===== src/rtl/uart_config_sequencer.sv =====
// uart_config_sequencer: programs the UART register file over its 8-bit
// register port, then waits for the link configuration handshake.
module uart_config_sequencer #(
    parameter int TIMEOUT_CYCLES = 1024
) (
    input  logic        clk_i,
    input  logic        rst_n_i,
    input  logic        start_i,
    input  logic        use_std_i,
    input  logic [1:0]  data_width_i,
    input  logic [1:0]  parity_mode_i,
    input  logic [1:0]  stop_bits_i,
    input  logic [1:0]  dsm_i,
    input  logic [15:0] divisor_i,
    input  logic [5:0]  rx_threshold_i,
    input  logic [3:0]  int_en_i,
    input  logic        int_vec_en_i,
    input  logic [1:0]  comm_mode_i,
    output logic        busy_o,
    output logic        done_o,
    output logic        error_o,
    output logic        bus_write_o,
    output logic        bus_read_o,
    output logic [2:0]  bus_address_o,
    output logic [7:0]  bus_wdata_o,
    input  logic [7:0]  bus_rdata_i
);

    localparam int CW = $clog2(TIMEOUT_CYCLES + 1);
    localparam logic [CW-1:0] TMO_LAST = CW'(TIMEOUT_CYCLES - 1);

    localparam logic [3:0] S_IDLE    = 4'd0;
    localparam logic [3:0] S_RD_STR  = 4'd1;
    localparam logic [3:0] S_WR_LDVR = 4'd2;
    localparam logic [3:0] S_WR_UDVR = 4'd3;
    localparam logic [3:0] S_WR_FSR  = 4'd4;
    localparam logic [3:0] S_WR_ISR  = 4'd5;
    localparam logic [3:0] S_WR_CTR  = 4'd6;
    localparam logic [3:0] S_WR_STR  = 4'd7;
    localparam logic [3:0] S_POLL_LO = 4'd8;
    localparam logic [3:0] S_POLL_HI = 4'd9;
    localparam logic [3:0] S_WR_STD  = 4'd10;
    localparam logic [3:0] S_FINISH  = 4'd11;
    localparam logic [3:0] S_ERROR   = 4'd12;

    logic [3:0]    state_q, state_d;
    logic [CW-1:0] tmo_q, tmo_d;
    logic [5:0]    old_str_q, old_str_d;
    logic [7:0]    str_q, str_d;
    logic [15:0]   div_q, div_d;
    logic [5:0]    thr_q, thr_d;
    logic [3:0]    ien_q, ien_d;
    logic          ive_q, ive_d;
    logic [1:0]    cmode_q, cmode_d;

    logic          busy_q, busy_d;
    logic          done_q, done_d;
    logic          err_q, err_d;
    logic          wr_q, wr_d;
    logic          rd_q, rd_d;
    logic [2:0]    addr_q, addr_d;
    logic [7:0]    wdata_q, wdata_d;

    // Only bit 2 of CTR and the low six bits of STR matter on reads.
    logic unused_rdata;
    assign unused_rdata = ^bus_rdata_i[7:6];

    // Next-state sequencing, then registered bus outputs decoded from
    // the state being entered so every strobe lines up with its state.
    always_comb begin
        state_d   = state_q;
        tmo_d     = tmo_q;
        old_str_d = old_str_q;
        str_d     = str_q;
        div_d     = div_q;
        thr_d     = thr_q;
        ien_d     = ien_q;
        ive_d     = ive_q;
        cmode_d   = cmode_q;
        wr_d      = 1'b0;
        rd_d      = 1'b0;
        addr_d    = addr_q;
        wdata_d   = wdata_q;

        unique case (state_q)
            S_IDLE: begin
                if (start_i) begin
                    state_d = use_std_i ? S_WR_STD : S_RD_STR;
                    tmo_d   = '0;
                    str_d   = {dsm_i, stop_bits_i, parity_mode_i, data_width_i};
                    div_d   = divisor_i;
                    thr_d   = rx_threshold_i;
                    ien_d   = int_en_i;
                    ive_d   = int_vec_en_i;
                    cmode_d = comm_mode_i;
                end
            end
            S_RD_STR: begin
                old_str_d = bus_rdata_i[5:0];
                state_d   = S_WR_LDVR;
            end
            S_WR_LDVR: state_d = S_WR_UDVR;
            S_WR_UDVR: state_d = S_WR_FSR;
            S_WR_FSR:  state_d = S_WR_ISR;
            S_WR_ISR:  state_d = S_WR_CTR;
            S_WR_CTR:  state_d = S_WR_STR;
            S_WR_STR: begin
                state_d = (str_q[5:0] == old_str_q) ? S_FINISH : S_POLL_LO;
            end
            S_POLL_LO: begin
                tmo_d = tmo_q + CW'(1);
                if (tmo_q == TMO_LAST) begin
                    state_d = S_ERROR;
                end else if (!bus_rdata_i[2]) begin
                    state_d = S_POLL_HI;
                end
            end
            S_POLL_HI: begin
                tmo_d = tmo_q + CW'(1);
                if (bus_rdata_i[2]) begin
                    state_d = S_FINISH;
                end else if (tmo_q == TMO_LAST) begin
                    state_d = S_ERROR;
                end
            end
            S_WR_STD: state_d = S_FINISH;
            S_FINISH: state_d = S_IDLE;
            S_ERROR:  state_d = S_IDLE;
            default:  state_d = S_IDLE;
        endcase

        unique case (state_d)
            S_RD_STR: begin
                rd_d   = 1'b1;
                addr_d = 3'd0;
            end
            S_WR_LDVR: begin
                wr_d    = 1'b1;
                addr_d  = 3'd1;
                wdata_d = div_q[7:0];
            end
            S_WR_UDVR: begin
                wr_d    = 1'b1;
                addr_d  = 3'd2;
                wdata_d = div_q[15:8];
            end
            S_WR_FSR: begin
                wr_d    = 1'b1;
                addr_d  = 3'd3;
                wdata_d = {2'b00, thr_q};
            end
            S_WR_ISR: begin
                wr_d    = 1'b1;
                addr_d  = 3'd5;
                wdata_d = {1'b0, ien_q, 3'b000};
            end
            S_WR_CTR: begin
                wr_d    = 1'b1;
                addr_d  = 3'd4;
                wdata_d = {1'b0, ive_q, 1'b0, cmode_q, 1'b1, 2'b00};
            end
            S_WR_STR: begin
                wr_d    = 1'b1;
                addr_d  = 3'd0;
                wdata_d = str_q;
            end
            S_POLL_LO, S_POLL_HI: begin
                rd_d   = 1'b1;
                addr_d = 3'd4;
            end
            S_WR_STD: begin
                wr_d    = 1'b1;
                addr_d  = 3'd4;
                wdata_d = 8'h02;
            end
            default: begin
            end
        endcase

        busy_d = !(state_d inside {S_IDLE, S_FINISH, S_ERROR});
        done_d = (state_d == S_FINISH) || (state_d == S_ERROR);
        err_d  = (state_d == S_ERROR);
    end

    // State, latched configuration and registered outputs.
    always_ff @(posedge clk_i or negedge rst_n_i) begin
        if (!rst_n_i) begin
            state_q   <= S_IDLE;
            tmo_q     <= '0;
            old_str_q <= '0;
            str_q     <= '0;
            div_q     <= '0;
            thr_q     <= '0;
            ien_q     <= '0;
            ive_q     <= 1'b0;
            cmode_q   <= '0;
            busy_q    <= 1'b0;
            done_q    <= 1'b0;
            err_q     <= 1'b0;
            wr_q      <= 1'b0;
            rd_q      <= 1'b0;
            addr_q    <= 3'd4;
            wdata_q   <= '0;
        end else begin
            state_q   <= state_d;
            tmo_q     <= tmo_d;
            old_str_q <= old_str_d;
            str_q     <= str_d;
            div_q     <= div_d;
            thr_q     <= thr_d;
            ien_q     <= ien_d;
            ive_q     <= ive_d;
            cmode_q   <= cmode_d;
            busy_q    <= busy_d;
            done_q    <= done_d;
            err_q     <= err_d;
            wr_q      <= wr_d;
            rd_q      <= rd_d;
            addr_q    <= addr_d;
            wdata_q   <= wdata_d;
        end
    end

    assign busy_o        = busy_q;
    assign done_o        = done_q;
    assign error_o       = err_q;
    assign bus_write_o   = wr_q;
    assign bus_read_o    = rd_q;
    assign bus_address_o = addr_q;
    assign bus_wdata_o   = wdata_q;

endmodule


===== config.mk =====
export PLATFORM = sky130hd
export DESIGN_NAME = uart_config_sequencer
export DESIGN_NICKNAME = d
export VERILOG_FILES = /design/src/rtl/uart_config_sequencer.sv
export SDC_FILE = /design/constraint.sdc
export NUM_CORES = 1
export LEC_CHECK = 0
export CAP_MARGIN = 10
export CELL_PAD_IN_SITES_DETAIL_PLACEMENT = 0
export CELL_PAD_IN_SITES_GLOBAL_PLACEMENT = 1
export CORE_MARGIN = 5
export CORE_UTILIZATION = 40
export DETAILED_ROUTE_END_ITERATION = 7
export GPL_ROUTABILITY_DRIVEN = 1
export GPL_TIMING_DRIVEN = 0
export MAX_ROUTING_LAYER = met4
export PLACE_DENSITY = 0.91
export REMOVE_ABC_BUFFERS = 1
export SYNTH_ARGS = -nofsm -noshare
export SYNTH_HDL_FRONTEND = slang
export SYNTH_SLANG_ARGS = --single-unit

===== constraint.sdc =====
create_clock -name clk_i -period 2.3 [get_ports clk_i]
set_clock_uncertainty 0.05 [all_clocks]
set_input_delay 0.23 -clock clk_i [delete_from_list [all_inputs] [get_ports clk_i]]
set_output_delay 0.23 -clock clk_i [all_outputs]
set_load 0.02 [all_outputs]

* After elaboration in Yosys (flattened, before gate mapping) *
Index checks and enable logic that the tools add are counted.

word-level totals
  bits in registers = 74
  bits of input ports = 49
  word-level logic and storage cells = 71

operators by class
  $add $sub $neg = 1
  equality and inequality tests = 25
  multiplexer cells = 14
  reduce and logical (&&, ||, !) cells = 15

operator list
  operator                 number
  $pmux W8 S7              1
  $pmux W4 S11             1
  $eq A4 B3 Y1 const B     8
  $eq A4 B4 Y1 const B     8
  $mux W4                  6
  $pmux W11 S2             1
  $pmux W3 S6              1
  $eq A4 B2 Y1 const B     4
  $add A11 B1 Y11 const B  1
  $eq A11 B10 Y1 const B   1
  $mux W11                 1
  $eq A4 B1 Y1 const B     2
  $logic_not A4 Y1         2
  $reduce_bool A7 Y1       1
  $reduce_or A7 Y1         1
  $eq A6 B6 Y1             1
  $reduce_bool A6 Y1       1
  $reduce_and A2 Y1        2
  $reduce_or A2 Y1         2
  $reduce_or A4 Y1         1
  $reduce_bool A3 Y1       1
  $reduce_or A3 Y1         1
  $mux W1                  2
  $mux W2                  1
  4 further kinds          4

* Logic depth before layout (Yosys ltp) *
  depth in word-level cells = 7
  mapped depth = 8

* Worst setup path after synthesis *
OpenSTA, ideal clock, no wires.

  kind = register to register
  start = reg state_q[2]
  end = reg addr_q[2] (netlist: bus_address_o[2])
  arrival time = 1.721 ns
  required time = 2.171 ns
  slack = 0.450 ns
  stages on the path, launching flop included = 8
  path through = dfrtp_1 or3b_1 buf_2 a211o_1 o22ai_2 nor3_1 a21o_1 a22o_1

on the way
  cells in the longest elaborated chain, start to end = 6
  elaborated cells on any way between the ends = 31

ends and longest elaborated chain
  element                                                                line      text
  from (decl)                                                            46        logic [3:0] state_q, state_d;
  from (signal assigned)                                                 205       state_q <= state_d;
  $mux W4, on equally long branches                                      122, 114
  $mux W4, on equally long branches                                      120, 112
  $pmux W4 S11 (*)                                                       85        unique case (state_q)
  named net state_d[2]                                                   46
  $eq A4 B4 Y1 (tied with other cells)                                   132       unique case (state_d)
  $reduce_or A4 Y1 (no line) / $reduce_or A2 Y1 (equally long branches)  -
  $pmux W3 S6 / $reduce_bool A6 Y1 (equally long branches)               -
  to (signal assigned)                                                   219       addr_q <= addr_d;
  to (decl)                                                              61        logic [2:0] addr_q, addr_d;

Mark *: on every way through the listed nets, which the timed path passes. The rest lies on a longest branch.
A chain may end at the register's enable or synchronous reset.

* Final worst setup path *
Same ends and word-level chain as after synthesis.

==> results.md <==
- Outcome: finished, violations left
- Failing checks: hold timing
- Ys async rst share: 100%
- Period utilization: 95.5%
- Reg clk slew, reported paths: 70 ps
- Hold_buf cts: 0
- Fin cells: 533
- Final Core Density: 51.7%
- DR iter-0 viols: 159
- Initial DRT Pass Iterations: 4
- Vias in the first global route: 2782
- Number of synthesized flops with an enable pin: 0
- CTS Buffer Depth: 2
- Root Buffer: clkbuf_8
- Reg2reg setup slack: 100 ps
- CTS resizes: 8
- Commonest non-fill, non-tap cell in the layout: nand2_1
- Slew @ Worst Pin: 941 ps
- Largest net degree at the start of global routing: 75
- CTS tree: yes
- CP Cell Sequence: or3b_4 -> a211o_1 -> o22ai_2 -> nor3_1 -> a21o_1 -> a22o_1
- Unrepaired setup endpoints after global routing: false
- Area post-placement: 0.00418 mm^2
- Crit path max fanout: 23
- TNS Setup: 0 ps
- Filler cell count: 797
- Die Span X: 103 um
- Final setup fails: 0
- Crit path buf inv count: 0
- Max cap viols: 0
- Overflow after GRT: 0
- IO Pins: 65
- Worst Path Required: 2520 ps
- Startpoint types: register
- WP data arrival: 2410 ps
- Drt via density: 5.12
- Final hold slack: -25.1 ps
- Worst skew pair latency: 340 ps
- Syn avg cell area: 9.50 um^2
- Total GRT Usage: 17.2%
- DR vias: 2730
- Sequential fraction of the synthesis area: 53.2%
- Synth Flop Type: dfrtp_1
- Biggest cell delay along the critical path: 610 ps
- HPWL Detailed: 5.68 mm
- P_leak: 2.04 nW
- Design Area, Final: 0.00444 mm^2
- Routed WL: 8.31 mm
- DRC: 0
- Synth warnings: 0
- H-Tree Depth: 3
- Final GP Congestion: 0.877
- Worst vdd ir: 0.000677 V
- Num CTS Buffers: 9
- Initial Utilization: 40.6%
- Core area: 0.00859 mm^2
- Layout cells sized above 1: 11.5%
- P&R area growth vs syn: 27.4%
- Crit path time final: 2200 ps
- Commonest cells after routing, fill and taps aside: nand2_1, dfrtp_1, clkdlybuf4s50_1
- Final hold violations: 10
- Antenna cells: 0
- Input/output buffers: 62
- First-pass GRT wire length: 13.8 mm
- Initial antenna violation count: 0
- Mapped Cells: 367
- Layout Nets: 471
- Mapped Area: 0.00349 mm^2
- Die Y: 103 um
- Cell variety after synth: 52
- Post-CTS Setup Inserts: 0
- # clock sinks: 74
- FF-to-FF End: bus_address_o[2]
- CP endpoint kind: register
- Worst min-delay path class: in -> async
- Remaining antenna violation count after routing: 0
- Critical-path top delay cell: dfrtp_4
- Critical path's top delay family: compound AO/OA/AOI/OAI gates
- Critical path type: reg -> reg
- Dpl cells: 518
- Pwr per Cell Area: 1320 mW/mm^2
- Reg2Reg Depth: 6
- Max Clk Rate: 0.455 GHz
- Seq cells post-synth: 74
- Die area: 0.0107 mm^2
- DR WL/cell: 15.6 um
- Final-report max-slew violation count: 0
- Relative slew slack: 37.2%
- Row count: 34
- Worst R2R Start: state_q[2]
==> kinds of logic (layout without fill, tap and decap cells) <==
logic type               count (synthesis)  count (layout)  share of synthesized area, %
adder cells (fa/ha/maj)                  1               1                         0.359
buffers and inverters                   26              84                          3.09
flip-flops                              74              74                          53.2
AO/OA/AOI/OAI                           51              51                          10.6
XOR/XNOR                                16              16                          4.02
multiplexers                            21              21                          6.35
AND/OR/NAND/NOR                        178             178                          22.4
==> metal layers <==
| metal | vias to the layer above | GRT usage [%] | share of wire, % |
|---|---|---|---|
| met2 | 61 | 26.6 | 49 |
| met3 | 6 | 3.09 | 3.3 |
| met1 | 1318 | 23.4 | 47 |
| met5 | - | - | 0 |
| met4 | 0 | 4.48 | 0.55 |
| li1 | 1345 | - | - |
==> synthesized netlist by cell type (all sizes together) (6+ instances only) <==
library cell	n	share of area (%)
a21oi	10	1.4
buf	12	1.6
clkbuf	8	0.86
dfrtp	73	52
inv	6	0.65
mux2	9	2.9
mux2i	12	3.4
nand2	121	13
nor2	23	2.5
o21ai	8	1.1
xnor2	6	1.5
xor2	10	2.5
==> area by class of cell <==
type	count	area, um^2	area share (%)
multi-input combinational	267	1570	35.2
clock buffer	10	128	2.87
sequential	74	1870	42.0
timing repair buffer	63	646	14.5
tap	108	135	3.04
clock inverter	5	80.1	1.80
inverter	6	22.5	0.507
==> sequential cells by signal (all words and copies together), names as in the netlist, 2 cells and up <==
register,flops
thr_q,6
cmode_q,2
state_q,4
ien_q,4
str_q,8
old_str_q,6
div_q,16
tmo_q,11
bus_wdata_o,8
bus_address_o,3
==> report_power, final <==
group          switching [mW]  total (mW)  internal (mW)  leakage, nW
Sequential              0.588        2.48           1.89        0.932
Clock                   0.476        1.08          0.604       0.0984
Combinational            1.21        2.30           1.09         1.01
==> worst max path at each step <==
stage	startpoint	end	slack (ps)	depth (start not counted)
6_report	state_q[2]	bus_address_o[2]	100	6
5_1_grt	state_q[2]	bus_address_o[2]	20	6
4_1_cts	state_q[2]	bus_address_o[2]	5	6
3_5_place_dp	state_q[1]	tmo_q[7]	-580	7
3_3_place_gp	rst_n_i	ien_q[3]	-1520	1
2_1_floorplan	state_q[0]	tmo_q[7]	-150	6
==> through the flow <==
stage / setup slack, ps / hold slack, ps / total power [mW]
final: 103 / -25.1 / 5.86
after global routing: 20.6 / 52.7 / 6.28
after CTS: 4.69 / 19.4 / 5.84
after detailed placement: -583 / 391 / 4.72
after global placement: -1520 / 409 / 4.61
after floorplan: -150 / -116 / 3.86
Power figures use the tool's default switching activity.
